==> src/rtl/cpld_ram_arbiter.sv <==
// Expansion SRAM arbiter: CPU bank register and mapping decode, plus a clocked
// arbiter that slips host loader cycles into CPU idle time and stalls conflicts.
module cpld_ram_arbiter #(
    parameter int unsigned HOST_CYCLES = 3,
    parameter int unsigned REC_CYCLES  = 1
) (
    input  logic       clk,
    input  logic       reset_b,
    input  logic       adr15,
    input  logic       adr14,
    input  logic       iorq_b,
    input  logic       mreq_b,
    input  logic       wr_b,
    input  logic       rd_b,
    input  logic       ramrd_b,
    input  logic [7:0] data,
    input  logic       host_req,
    input  logic       host_we,
    input  logic [4:0] host_adrhi,
    output logic       host_ack,
    output logic       host_bufen_b,
    output logic       wait_b,
    output logic [4:0] ramadrhi,
    output logic       ramcs_b,
    output logic       ramoe_b,
    output logic       ramwe_b,
    output logic       ramdis
);

    localparam int unsigned CNT_W = 3;
    localparam logic [CNT_W-1:0] HOST_LAST = CNT_W'(HOST_CYCLES - 1);
    localparam logic [CNT_W-1:0] WE_LAST   = CNT_W'(HOST_CYCLES - 2);
    localparam logic [CNT_W-1:0] REC_LAST  = CNT_W'(REC_CYCLES - 1);

    typedef enum logic [1:0] {
        IDLE = 2'd0,
        ARM  = 2'd1,
        HOST = 2'd2,
        REC  = 2'd3
    } state_e;

    state_e           state_q, state_d;
    logic [CNT_W-1:0] cnt_q, cnt_d;
    logic [5:0]       ramblock_q, ramblock_d;
    logic [4:0]       host_adr_q, host_adr_d;
    logic             host_we_q, host_we_d;
    logic             host_ack_q, host_ack_d;
    logic             hwe_b_q, hwe_b_d;
    logic             hoe_b_q, hoe_b_d;
    logic             hbufen_b_q, hbufen_b_d;

    logic       hit;
    logic [4:0] map_adr;
    logic       cpu_ext;
    logic       host_busy;
    logic       unused_rd;

    // rd_b is not needed: SRAM output enable follows ramrd_b
    assign unused_rd = rd_b;

    // Bank select register, written by OUT to &7Fxx with data[7:6] = 11
    always_comb begin : bank_next
        ramblock_d = ramblock_q;
        if (!iorq_b && !wr_b && !adr15 && (data[7:6] == 2'b11)) begin
            ramblock_d = data[5:0];
        end
    end

    // CPU mapping decode
    always_comb begin : map_decode
        hit     = 1'b0;
        map_adr = {ramblock_q[5:3], adr15, adr14};
        case (ramblock_q[2:0])
            3'd0: hit = 1'b0;
            3'd2: begin
                hit     = 1'b1;
                map_adr = {ramblock_q[5:3], adr15, adr14};
            end
            3'd1, 3'd3: begin
                hit     = adr15 & adr14;
                map_adr = {ramblock_q[5:3], 2'b11};
            end
            default: begin
                hit     = !adr15 & adr14;
                map_adr = {ramblock_q[5:3], ramblock_q[1:0]};
            end
        endcase
    end

    assign cpu_ext   = !mreq_b & hit;
    assign host_busy = (state_q == HOST) || (state_q == REC);
    assign ramdis    = cpu_ext;
    assign wait_b    = !(cpu_ext && host_busy);

    // Arbiter next state; host strobes are precomputed from the next state so they leave flops
    always_comb begin : fsm_next
        state_d    = state_q;
        cnt_d      = cnt_q;
        host_adr_d = host_adr_q;
        host_we_d  = host_we_q;
        host_ack_d = 1'b0;
        hwe_b_d    = 1'b1;
        hoe_b_d    = 1'b1;
        hbufen_b_d = 1'b1;

        case (state_q)
            IDLE: begin
                if (host_req && mreq_b) begin
                    state_d = ARM;
                end
            end
            ARM: begin
                if (host_req && mreq_b) begin
                    state_d    = HOST;
                    cnt_d      = '0;
                    host_adr_d = host_adrhi;
                    host_we_d  = host_we;
                end else begin
                    state_d = IDLE;
                end
            end
            HOST: begin
                if (cnt_q == HOST_LAST) begin
                    state_d = REC;
                    cnt_d   = '0;
                end else begin
                    cnt_d = cnt_q + CNT_W'(1);
                end
            end
            REC: begin
                if (cnt_q == REC_LAST) begin
                    state_d = IDLE;
                    cnt_d   = '0;
                end else begin
                    cnt_d = cnt_q + CNT_W'(1);
                end
            end
            default: state_d = IDLE;
        endcase

        if (state_d == HOST) begin
            hbufen_b_d = 1'b0;
            hoe_b_d    = host_we_d;
            hwe_b_d    = !(host_we_d && (cnt_d >= CNT_W'(1)) && (cnt_d <= WE_LAST));
            host_ack_d = (cnt_d == HOST_LAST);
        end
    end

    always_ff @(posedge clk or negedge reset_b) begin : regs
        if (!reset_b) begin
            state_q    <= IDLE;
            cnt_q      <= '0;
            ramblock_q <= '0;
            host_adr_q <= '0;
            host_we_q  <= 1'b0;
            host_ack_q <= 1'b0;
            hwe_b_q    <= 1'b1;
            hoe_b_q    <= 1'b1;
            hbufen_b_q <= 1'b1;
        end else begin
            state_q    <= state_d;
            cnt_q      <= cnt_d;
            ramblock_q <= ramblock_d;
            host_adr_q <= host_adr_d;
            host_we_q  <= host_we_d;
            host_ack_q <= host_ack_d;
            hwe_b_q    <= hwe_b_d;
            hoe_b_q    <= hoe_b_d;
            hbufen_b_q <= hbufen_b_d;
        end
    end

    // SRAM bus owner mux: CPU in IDLE/ARM, host flops in HOST, parked in REC
    always_comb begin : sram_drive
        ramcs_b  = !cpu_ext;
        ramadrhi = map_adr;
        ramoe_b  = ramrd_b | !cpu_ext;
        ramwe_b  = wr_b | !cpu_ext;
        case (state_q)
            HOST: begin
                ramcs_b  = 1'b0;
                ramadrhi = host_adr_q;
                ramoe_b  = hoe_b_q;
                ramwe_b  = hwe_b_q;
            end
            REC: begin
                ramcs_b  = 1'b1;
                ramadrhi = host_adr_q;
                ramoe_b  = 1'b1;
                ramwe_b  = 1'b1;
            end
            default: ;
        endcase
    end

    assign host_ack     = host_ack_q;
    assign host_bufen_b = hbufen_b_q;

endmodule
==> config.mk <==
export PLATFORM = sky130hd
export DESIGN_NAME = cpld_ram_arbiter
export DESIGN_NICKNAME = d
export VERILOG_FILES = /design/src/rtl/cpld_ram_arbiter.sv
export SDC_FILE = /design/constraint.sdc
export NUM_CORES = 1
export LEC_CHECK = 0
export CORE_MARGIN = 1.5
export CORE_UTILIZATION = 45
export DETAILED_ROUTE_END_ITERATION = 8
export PLACE_DENSITY = 0.78
export SLEW_MARGIN = 20
export SYNTH_ARGS = -nofsm -noshare
export SYNTH_HDL_FRONTEND = slang
export SYNTH_SLANG_ARGS = --single-unit
==> constraint.sdc <==
create_clock -name clk -period 2.05 [get_ports clk]
set_clock_uncertainty 0.2 [all_clocks]
set_input_delay 0.205 -clock clk [delete_from_list [all_inputs] [get_ports clk]]
set_output_delay 0.205 -clock clk [all_outputs]
set_load 0.05 [all_outputs]
# Word-level counts from Yosys, hierarchy flattened
# Cells that the tools add are included.
# W data, S select, Z words.
dict set report totals {
  regBits 21
  latch_bits 0
  ramBits 0
  mem_bits_ro 0
  wordCells 70
  memories 0
}
dict set report op_classes {
  addsub 1
  n_mul 0
  n_div 0
  n_lt_le_gt_ge 2
  n_eq_ne 10
  n_shift 0
  n_mux 21
  bitwise_logic 5
  reduce_logical 22
}
# op n
set op_table {}
lappend op_table {{$eq A3 B2 Y1 const B} 4}
lappend op_table {{$mux W3} 3}
lappend op_table {{$pmux W3 S3} 1}
lappend op_table {{$eq A2 B2 Y1 const B} 4}
lappend op_table {{$mux W2} 4}
lappend op_table {{$pmux W2 S4} 1}
lappend op_table {{$logic_and A1 B1 Y1} 7}
lappend op_table {{$logic_not A1 Y1} 7}
lappend op_table {{$logic_not A3 Y1} 2}
lappend op_table {{$mux W1} 6}
lappend op_table {{$pmux W1 S2} 3}
lappend op_table {{$reduce_or A2 Y1} 3}
lappend op_table {{$mux W5} 1}
lappend op_table {{$pmux W2 S2} 1}
lappend op_table {{$add A3 B1 Y3 const B} 1}
lappend op_table {{$and A1 B1 Y1} 3}
lappend op_table {{$eq A3 B1 Y1 const B} 1}
lappend op_table {{$ge A3 B1 Y1 const B} 1}
lappend op_table {{$le A3 B1 Y1 const B} 1}
lappend op_table {{$pmux W1 S3} 1}
lappend op_table {{$eq A2 B1 Y1 const B} 1}
lappend op_table {{$logic_not A2 Y1} 1}
lappend op_table {{$or A1 B1 Y1} 2}
lappend op_table {{$reduce_and A2 Y1} 1}
lappend op_table {{$logic_or A1 B1 Y1} 1}

# Logic depth before layout (Yosys ltp)
dict set report logic_depth {
  word_depth 8
  ltp_mapped 6
  ltp_nobuf 6
}

# Worst setup path before layout
# Ideal clock, no wire load.
dict set report synth_timing {
  path_type {register to output}
  start {reg state_q[1]}
  end {out ramadrhi[0]}
  arrival_ns 1.785
  slack_ns -0.140
  stages_incl_launch_ff 4
  n_path_buf 2
  path_cell_list {dfrtp_1 buf_2 buf_2 o21ai_0}
}
dict set report synth_between {
  elab_chain_len 3
  elab_cells_between_ends 4
  cone_classes {eq/ne (2); mux (1); reduce/logical (1)}
}
# item line
set synth_rtl {}
lappend synth_rtl {{start: declaration} 42} ;# state_e state_q, state_d;
lappend synth_rtl {{start signal: assignment} 161} ;# state_q <= state_d;
lappend synth_rtl {{$eq A2 B2 Y1} 179} ;# case (state_q)
lappend synth_rtl {{$reduce_or A2 Y1 (no line) (*)} n/a}
lappend synth_rtl {{$mux W5 (*)} 179}
lappend synth_rtl {{end: declaration} 23} ;# output logic [4:0] ramadrhi,
# Every way passes the cells marked *; elsewhere a longest branch is shown, timed or not.

# Worst setup path in the final report
dict set report layout_timing {
  start {reg ramblock_q[2]}
  end {out wait_b}
}
dict set report layout_between {
  elab_chain_len 6
  elab_cells_between_ends 9
  cone_classes {eq/ne (3); mux (1); bitwise (1); reduce/logical (4)}
}
# item line
set layout_rtl {}
lappend layout_rtl {{start: declaration} 44} ;# logic [5:0] ramblock_q, ramblock_d;
lappend layout_rtl {{start signal: assignment} 163} ;# ramblock_q <= ramblock_d;
lappend layout_rtl {{$eq A3 B1 Y1 or $eq A3 B2 Y1 (tied branches)} 73} ;# case (ramblock_q[2:0])
lappend layout_rtl {{$reduce_or A2 Y1} 73}
lappend layout_rtl {{$pmux W1 S3 (*)} 73}
lappend layout_rtl {{$and A1 B1 Y1 (*)} 90} ;# assign cpu_ext = !mreq_b & hit;
lappend layout_rtl {{$logic_and A1 B1 Y1 (*)} 93} ;# assign wait_b = !(cpu_ext && host_busy);
lappend layout_rtl {{$logic_not A1 Y1 (*)} 93}
lappend layout_rtl {{end: declaration} 22} ;# output logic wait_b,
# Marked as above.

==> flow_metrics.env <==
export IMPL_synth_adder_area_share_pct=3.36
export IMPL_clockBufferDepth=2
export IMPL_coreArea_um2=2280
export IMPL_rsz0062_at_grt="true"
export IMPL_place_congestion=0.816
export IMPL_async_flop_share_pct=100
export IMPL_worst_r2r_setup_slack_ns=0.31
export IMPL_area_growth_pct=44.5
export IMPL_slew_headroom_pct=67.2
export IMPL_die_area_um2=2790
export IMPL_setup_viol=0
export IMPL_grt_pass1_wl_mm=3.92
export IMPL_pwr_density_cell_nw_per_um2=1520
export IMPL_synth_common_cells="dfrtp_1, mux2_2, nand2_1"
export IMPL_track_usage_pct=20.0
export IMPL_period_needed_ns=2.03
export IMPL_syn_instance_count=95
export IMPL_cts_hold_buffers=0
export IMPL_yosysMostFrequentCell="dfrtp_1"
export IMPL_layout_drive_gt1_share_pct=36.0
export IMPL_portBuffers=34
export IMPL_clk_latency_ns=0.31
export IMPL_ant_nets=0
export IMPL_start_kind="flop"
export IMPL_fmax_mhz=493
export IMPL_hpwl_mm=1.81
export IMPL_timing_final_crit_share_pct=99.0
export IMPL_synth_top_family_by_area="simple AND/OR/NAND/NOR gates"
export IMPL_via_per_inst=5.26
export IMPL_cp_cell_sequence="nand3b_1 > o21ai_1 > a21oi_2 > or3b_1 > buf_6"
export IMPL_maxCapViolCount=0
export IMPL_hold_class="in -> async"
export IMPL_ys_seq_area_share_pct=47.4
export IMPL_path_class="reg -> out"
export IMPL_synthesis_nets=122
export IMPL_status="complete, no violations"
export IMPL_netlist_area_um2=1120
export IMPL_yosysTopAreaCell="dfrtp_1"
export IMPL_p_leak_nw=0.684
export IMPL_synth_area_leaders="dfrtp_1, mux2_2, dfstp_2"
export IMPL_synth_edf_count=0
export IMPL_fin_area_um2=1610
export IMPL_synthSimpleGateAreaFrac_pct=18.0
export IMPL_num_vias=863
export IMPL_drt_pass1_iterations=4
export IMPL_cts_sinks=21
export IMPL_fp_dieW_um=52.8
export IMPL_rows=17
export IMPL_synth_xor_area_share_pct=0.785
export IMPL_grt_max_degree=22
export IMPL_yosys_warnings=0
export IMPL_synth_main_ff_cell="dfrtp_1"
export IMPL_cts_buffers=3
export IMPL_initial_utilization_pct=49.0
export IMPL_drc_errors=0
export IMPL_die_y_um=52.8
export IMPL_ys_ff_latch=21
export IMPL_cp_max_fo=5
export IMPL_slowest_delay_ns=0.43
export IMPL_critical_path_top_delay_family="simple AND/OR/NAND/NOR gates"
export IMPL_htree_levels=1
export IMPL_worstPathArrival_ns=1.63
export IMPL_ir_drop_mv=1.03
export IMPL_worst_pin_slew_ns=0.491
export IMPL_postSynthAreaPerCell_um2=11.7
export IMPL_synth_cell_types=37
export IMPL_finalMaxSlewViolations=0
export IMPL_synthMuxAreaShare_pct=16.5
export IMPL_nNetsFinal=164
export IMPL_first_iter_violations=9
export IMPL_grt_overflow_total=0
export IMPL_top_level_ports=36
export IMPL_synth_compound_area_share_pct=9.64
export IMPL_cts_tree="built"
export IMPL_critPathBufInv=1
export IMPL_clkSlewWorstSetupHoldPaths_ns=0.12
export IMPL_fin_util_pct=70.9
export IMPL_postPlaceCellArea_um2=1560
export IMPL_cts_root_buf="clkbuf_4"
export IMPL_required_ns=1.64
export IMPL_synth_top_cell_area_share_pct=40.4
export IMPL_crit_path_end_kind="primary output"
export IMPL_grt_pass1_vias=890
export IMPL_antenna_found_initial=0
export IMPL_post_drt_wl_per_cell_um=14.6
export IMPL_drt_total_wl_mm=2.40
export IMPL_insertedDiodeCount=0
export IMPL_finalHoldViolCount=0
export IMPL_cp_slowest_cell="dfrtp_1"
metrics by stage:
stage | instances | power (mW) | worst slack, ns | hold slack [ns] | setup TNS, ns
2_1_floorplan | 95 | 1.69 | -0.140 | -0.291 | -0.280
3_3_place_gp | 158 | 2.16 | 0.0814 | 0.284 | 0
3_5_place_dp | 158 | 2.21 | 0.0664 | 0.295 | 0
4_1_cts | 164 | 2.46 | -0.00192 | 0.0142 | -0.00192
5_1_grt | 164 | 2.58 | -0.0693 | 0.0500 | -0.156
6_report | 164 | 2.45 | 0.0196 | 0.0141 | 0
power by group:
part	leakage, nW	internal (mW)	switching [mW]	total, mW
combinational	0.413	0.686	0.845	1.53
sequential	0.253	0.596	0.118	0.715
clock	0.0177	0.0730	0.127	0.200
total	0.684	1.36	1.09	2.45
path summary, 6_finish.rpt:
kind                                           start                         to  cells past startpoint
setup / recovery           ramblock_q[2]$_DFFE_PN0P_                     wait_b                      5
hold / removal                               reset_b  host_adr_q[3]$_DFFE_PN0P_                      2
setup reg to reg                state_q[1]$_DFF_PN0_          hwe_b_q$_DFF_PN1_                      6
hold reg to reg            ramblock_q[5]$_DFFE_PN0P_  ramblock_q[5]$_DFFE_PN0P_                      1
max in group asynchronous                    reset_b          hwe_b_q$_DFF_PN1_                      2
min in group clk                             data[2]  ramblock_q[2]$_DFFE_PN0P_                      3
routing by layer:
layer | vias to the layer above | global-route usage (%) | part of all wire [%]
met5 | - | 0 | 0
met3 | 7 | 3.43 | 6.6
li1 | 420 | - | -
met2 | 33 | 35.2 | 51
met1 | 403 | 23.0 | 40
met4 | 0 | 10.3 | 2.5
final cells by class:
cell class	count	area, um2
Clock buffer	3	22.5
Clock inverter	1	5.00
Fill cell	165	663
Inverter	4	15.0
Multi-Input combinational cell	66	548
Sequential cell	21	531
Tap cell	28	35.0
Timing Repair Buffer	41	457
logic make-up (layout without fill, tap and decap cells):
family / Yosys count / in the layout
AOI/OAI and AO/OA: 16 / 16
xor gates and xnor gates: 1 / 1
adders and majority gates: 3 / 3
buffers and inverters: 8 / 49
DFF: 21 / 21
muxes: 16 / 16
and+or+nand+nor: 30 / 30
registers in the layout, indices dropped and copies added, names as in the netlist:
name and cells:
cnt_q 3, hoe_b_q 1, host_ack 1, host_adr_q 5
host_bufen_b 1, host_we_q 1, hwe_b_q 1, ramblock_q 6
state_q 2
timing repair:
| item | in CTS | in global routing |
|---|---|---|
| gates resized for setup | 4 | 1 |
| pin swaps | 3 | 0 |
| endpoints found under the setup margin | 6 | 5 |
| gates cloned | 0 | 0 |
| setup buffers | 2 | 0 |
cells in the final DEF (no fill, tap or decap), types with 2 or more instances in the layout:
master,n
buf_12,7
o32a_1,2
o21ai_0,4
nand2b_1,3
mux2_2,13
a21oi_2,2
ha_1,3
mux2i_2,2
o21ai_1,2
dfstp_2,3
nand2_1,8
buf_4,10
nor3b_2,2
clkdlybuf4s50_1,23
inv_1,4
nor2_1,4
dfrtp_1,17
a31oi_1,2
clkbuf_4,3
Note: power is estimated with default switching activity, not from simulation.
==> variant 1 (same settings) <==
Encoding of `state_e`: now one-hot (4 bits for 4 states).
--- a/src/rtl/cpld_ram_arbiter.sv
+++ b/src/rtl/cpld_ram_arbiter.sv
@@ -34,7 +34,7 @@
 
-    typedef enum logic [1:0] {
-        IDLE = 2'd0,
-        ARM  = 2'd1,
-        HOST = 2'd2,
-        REC  = 2'd3
+    typedef enum logic [3:0] {
+        IDLE = 4'b0001,
+        ARM  = 4'b0010,
+        HOST = 4'b0100,
+        REC  = 4'b1000
     } state_e;
Formal check against the unedited RTL: same outputs for any inputs over 10 cycles, from zero or initial values and one cycle with reset_b low; not proved beyond that.
==> variant 1 against the original RTL <==
The run now ends with setup timing left. Critical path depth unchanged. Setup slack got worse by 0.11 ns. Non-clock buffer count increased by 12. Sequential cell count increased by 2. Synthesized area increased by 17%. Count of clock-buffer cells in the layout unchanged. Routed wire length increased by 30%. Utilization increased by 1.2 points. Synthesized cell count increased by 26%. Design area increased by 23%. Worst hold slack improved by 0.012 ns. Critical endpoint is now ramwe_b. Largest cell class unchanged.
Power is not compared: it rests on default switching activity, and its combinational part moved more than twofold at a synthesized area within 25%.
==> variant 1: results (changes against the original RTL) <==
post-DP HPWL=2285 microns (was 1814 microns); met1 wire length=1342 microns (was 948 microns); Cells after Synth=120 (was 95); Worst-path clk slew=between 0.1 and 0.15 ns; Finished Cell Area=0.001987 sq mm (was 0.001613 sq mm); wire length on met3=116 microns (was 159 microns); met1 usage=28.44% (was 23.05%); DP Area=0.001818 sq mm (was 0.001556 sq mm); Initial DRC Count=27 (was 9); Yosys warnings=0 (unchanged); M3 GR Usage=2.948% (was 3.429%); Pleak=0.0009251 uW; Fin Setup TNS=-0.3376 ns (was 0 ns); PnR worst setup slack=-0.09073 ns (was 0.01963 ns); Layout Nets=201 (was 164); library cells used by synthesis=40 (was 37); met2 Use GR=32.84% (was 35.21%); pin count of the biggest net entering global routing=24 (was 22); syn_nets=147 (was 122); Critical Path Fanout Max=12 (was 5); post-place setup slack=-0.09842 ns (was 0.06636 ns); drt first pass iters=4 (unchanged); synth top area cells=dfrtp_1 (36%), mux2_2 (12%), dfstp_2 (8.0%) (was dfrtp_1 (40%), mux2_2 (13%), dfstp_2 (7.1%)); # fillers=186 (was 165); r2r endpoint=hwe_b_q$_DFF_PN1_ (unchanged); failing checks=setup timing; gpl congestion=0.8976 (was 0.8159); Setup violations, final=9 (was 0); ys async rst share=100.0% (unchanged); Max VDD drop=a little over 0.6 mV; Tightest Pin Transition=0.4983 ns (was 0.4909 ns); met2 WL=1639 microns (was 1230 microns); most frequent cells after synthesis=dfrtp_1 (19), mux2_2 (14), nand2_1 (10) (was dfrtp_1 (18), mux2_2 (13), nand2_1 (8)); first-pass GRT wire length=5126 microns (was 3919 microns); CTS buffer count=3 (unchanged); Hold Path Class=input pin to asynchronous set/reset pin (unchanged); Non-Filler Instances=204 (was 164); register area share after synthesis=44.36% (was 47.42%); Fin Hold WS=0.02637 ns (was 0.01411 ns); share of layout cells above drive strength 1=43.93% (was 36.03%); Clock Latency Late Sink=0.31 ns (about the same); status=complete, but fails checks (was complete, no violations); top flop regs=ramblock_q x6, host_adr_q x5, state_q x4 (was ramblock_q x6, host_adr_q x5, cnt_q x3); total number of vias=1097 (was 863); CP arrival=1.74 ns (was 1.63 ns); Critical Path Start=state_q[3]$_DFF_PN0_ (was ramblock_q[2]$_DFFE_PN0P_); initial antenna violation count=0 (unchanged); H-tree depth=1 (unchanged); Max clock buf depth=2 (unchanged); Worst Setup EP=ramwe_b (was wait_b); DR WL/cell=15.26 microns (was 14.63 microns); Highest Signal Layer=met4 (unchanged); R2R depth=5 (was 6); port bufs=34 (unchanged); Placed Instances=190 (was 158); GRT Overall Usage=20.11% (was 20.01%); Reg2Reg Launch Point=state_q[1]$_DFF_PN0_ (unchanged); R2R setup slack=0.17 ns (was 0.31 ns)
## variant 1: changes by cell type after synthesis, moves of 2 or more
cell | before | now
a211oi_1 | 0 | 3
a21oi_1 | 2 | 6
a22oi_1 | 0 | 3
a31oi_1 | 2 | 0
buf_2 | 2 | 0
buf_4 | 0 | 2
inv_1 | 4 | 9
mux2i_2 | 2 | 0
nand2_1 | 8 | 10
nand3_1 | 1 | 4
nor3_1 | 1 | 3
o32a_1 | 2 | 0
xor2_1 | 0 | 2
## variant 1: what timing repair did
action | CTS | global route
pin swaps | 2 | 2
buffers inserted | 2 | 8
resized for setup | 11 | 7
setup endpoints to repair | 10 | 10
## variant 1: area by class of cell
type                    count  area share [%]
repair buffers             53           29.22
inverters                   9           1.700
clock inverters             1          0.2519
multi-input cells          84           36.40
clock buffers               3           1.133
well taps                  31           1.952
flip-flops and latches     23           29.35
## variant 1: worst max-delay path, stage by stage, from the launching register on
cell and delay [ns]:
dfrtp_1 0.44, buf_6 0.16, or2_2 0.33, a211oi_1 0.26, a21oi_2 0.08, buf_12 0.16
## variant 1: logic make-up (layout without fill, tap and decap cells)
family | Yosys count | count (layout) | synth area share, %
and+or+nand+nor | 39 | 39 | 18.74
xor gates and xnor gates | 3 | 3 | 2.008
AOI/OAI and AO/OA | 23 | 23 | 12.62
muxes | 16 | 16 | 13.96
DFF | 23 | 23 | 44.36
buffers and inverters | 13 | 66 | 5.449
adders and majority gates | 3 | 3 | 2.868
## variant 1: power by group
group	switching [uW]	leakage (uW)	internal, uW	total [uW]
clock	137	0.0000177	72.9	210
combinational	265	0.000622	301	566
sequential	47.4	0.000286	514	562
total	450	0.000925	888	1340
==> variant 2 (same flow settings) <==
Made on the original files. `CNT_W`: 3 -> 6.
--- a/src/rtl/cpld_ram_arbiter.sv
+++ b/src/rtl/cpld_ram_arbiter.sv
@@ -29,3 +29,3 @@
 
-    localparam int unsigned CNT_W = 3;
+    localparam int unsigned CNT_W = 6;
     localparam logic [CNT_W-1:0] HOST_LAST = CNT_W'(HOST_CYCLES - 1);
Behaviour: no difference found for any inputs over 10 cycles, from zero or initial values and one cycle with reset_b low; that may be too few to reach the edited logic, so the function may still have changed.
==> variant 2 against the original RTL <==
The run now ends with setup timing left. Synthesized area increased by 15%. Synthesized cell count is 19% higher. Sequential cell count rose by 3. Design area increased by 18%. Sequential share of layout area down 1.1 points. Setup slack worse by 0.13 ns. Via count increased by 26%. Routed wire length increased by 30%. Register-to-register slack got worse by 0.31 ns.
Power is not compared: it rests on default switching activity, and its combinational part moved more than twofold at a synthesized area within 25%.
==> variant 2: results (changes against the original RTL) <==
Non-CTS buffers=51 (was 41); mean post-synth cell area=11.37 sq um (was 11.75 sq um); post-synth top area share=40.90% (was 40.36%); Worst-path clk slew=0.14 ns (was 0.12 ns); register area=604.3 sq um (was 530.5 sq um); met1 usage=25.00% (was 23.05%); PnR worst setup slack=-0.1067 ns (was 0.01963 ns); syn_nets=140 (was 122); M3 GR Usage=5.991% (was 3.429%); Synth Area in Compound Gates=14.22% (was 9.641%); top flop regs=cnt_q x6, ramblock_q x6, host_adr_q x5 (was ramblock_q x6, host_adr_q x5, cnt_q x3); post-DP HPWL=2365 microns (was 1814 microns); wire length on met3=129 microns (was 159 microns); Total Wirelength=3129 microns (was 2399 microns); met2 WL=1705 microns (was 1230 microns); status=complete, but fails checks (was complete, no violations); Reg2Reg Launch Point=cnt_q[1]$_DFF_PN0_ (was state_q[1]$_DFF_PN0_); Fin Hold WS=0.007991 ns (was 0.01411 ns); inverter count=6 (was 4); Area growth syn-to-layout=48.00% (was 44.51%); gpl congestion=0.7777 (was 0.8159); relative max-transition margin=66.69% (was 67.17%); Layout clock area frac=2.763% (was 1.707%); failing checks=setup timing; share of layout cells above drive strength 1=36.97% (was 36.03%); # fillers=204 (was 165); register area share after synthesis=47.03% (was 47.42%); adder-cell share of the synthesized area=2.921% (was 3.363%); mux cell area share after synthesis=13.92% (was 16.48%); GRT Overall Usage=21.09% (was 20.01%); synth top area cells=dfrtp_1 (41%), mux2_2 (12%), dfstp_2 (6.1%) (was dfrtp_1 (40%), mux2_2 (13%), dfstp_2 (7.1%)); area of the multi-input gates=666.9 sq um (was 548.0 sq um); pin count of the biggest net entering global routing=25 (was 22); comb_multi_in=80 (was 66); Non-Filler Instances=196 (was 164); post-place setup slack=-0.007044 ns (was 0.06636 ns); Setup violations, final=4 (was 0); Netlist Area Pre-Place=0.001285 sq mm (was 0.001116 sq mm); Placed Instances=188 (was 158); Worst Setup EP=ramwe_b (was wait_b); routed vias/inst=5.541 (was 5.262); Non-Clock Buffer Area Fraction=27.04% (was 28.32%); Critical Path Fanout Max=4 (was 5)
==> variant 2: what timing repair did <==
action | 4_1_cts | 5_1_grt
setup endpoints to repair | 3 | 6
endpoints found under the hold margin | 0 | 0
pin swaps | 0 | 4
buffers inserted | 0 | 4
gates resized for setup | 3 | 9
==> variant 2: how the worst min path moves through the flow <==
stage                                endpoint                 startpoint
floorplan                  cnt_q[0]$_DFF_PN0_                    reset_b
global placement    host_adr_q[0]$_DFFE_PN0P_  host_adr_q[0]$_DFFE_PN0P_
detailed placement  ramblock_q[5]$_DFFE_PN0P_  ramblock_q[5]$_DFFE_PN0P_
CTS                        cnt_q[5]$_DFF_PN0_                    reset_b
global route               cnt_q[5]$_DFF_PN0_                    reset_b
finish              ramblock_q[1]$_DFFE_PN0P_                    reset_b
==> variant 2: worst max-delay path: stages, from the launching register on <==
cell      delay (ns)
dfrtp_1         0.43
nand3b_1        0.16
o21ai_1         0.07
nand2_1         0.07
a21o_1          0.21
o32a_1          0.32
buf_6           0.16
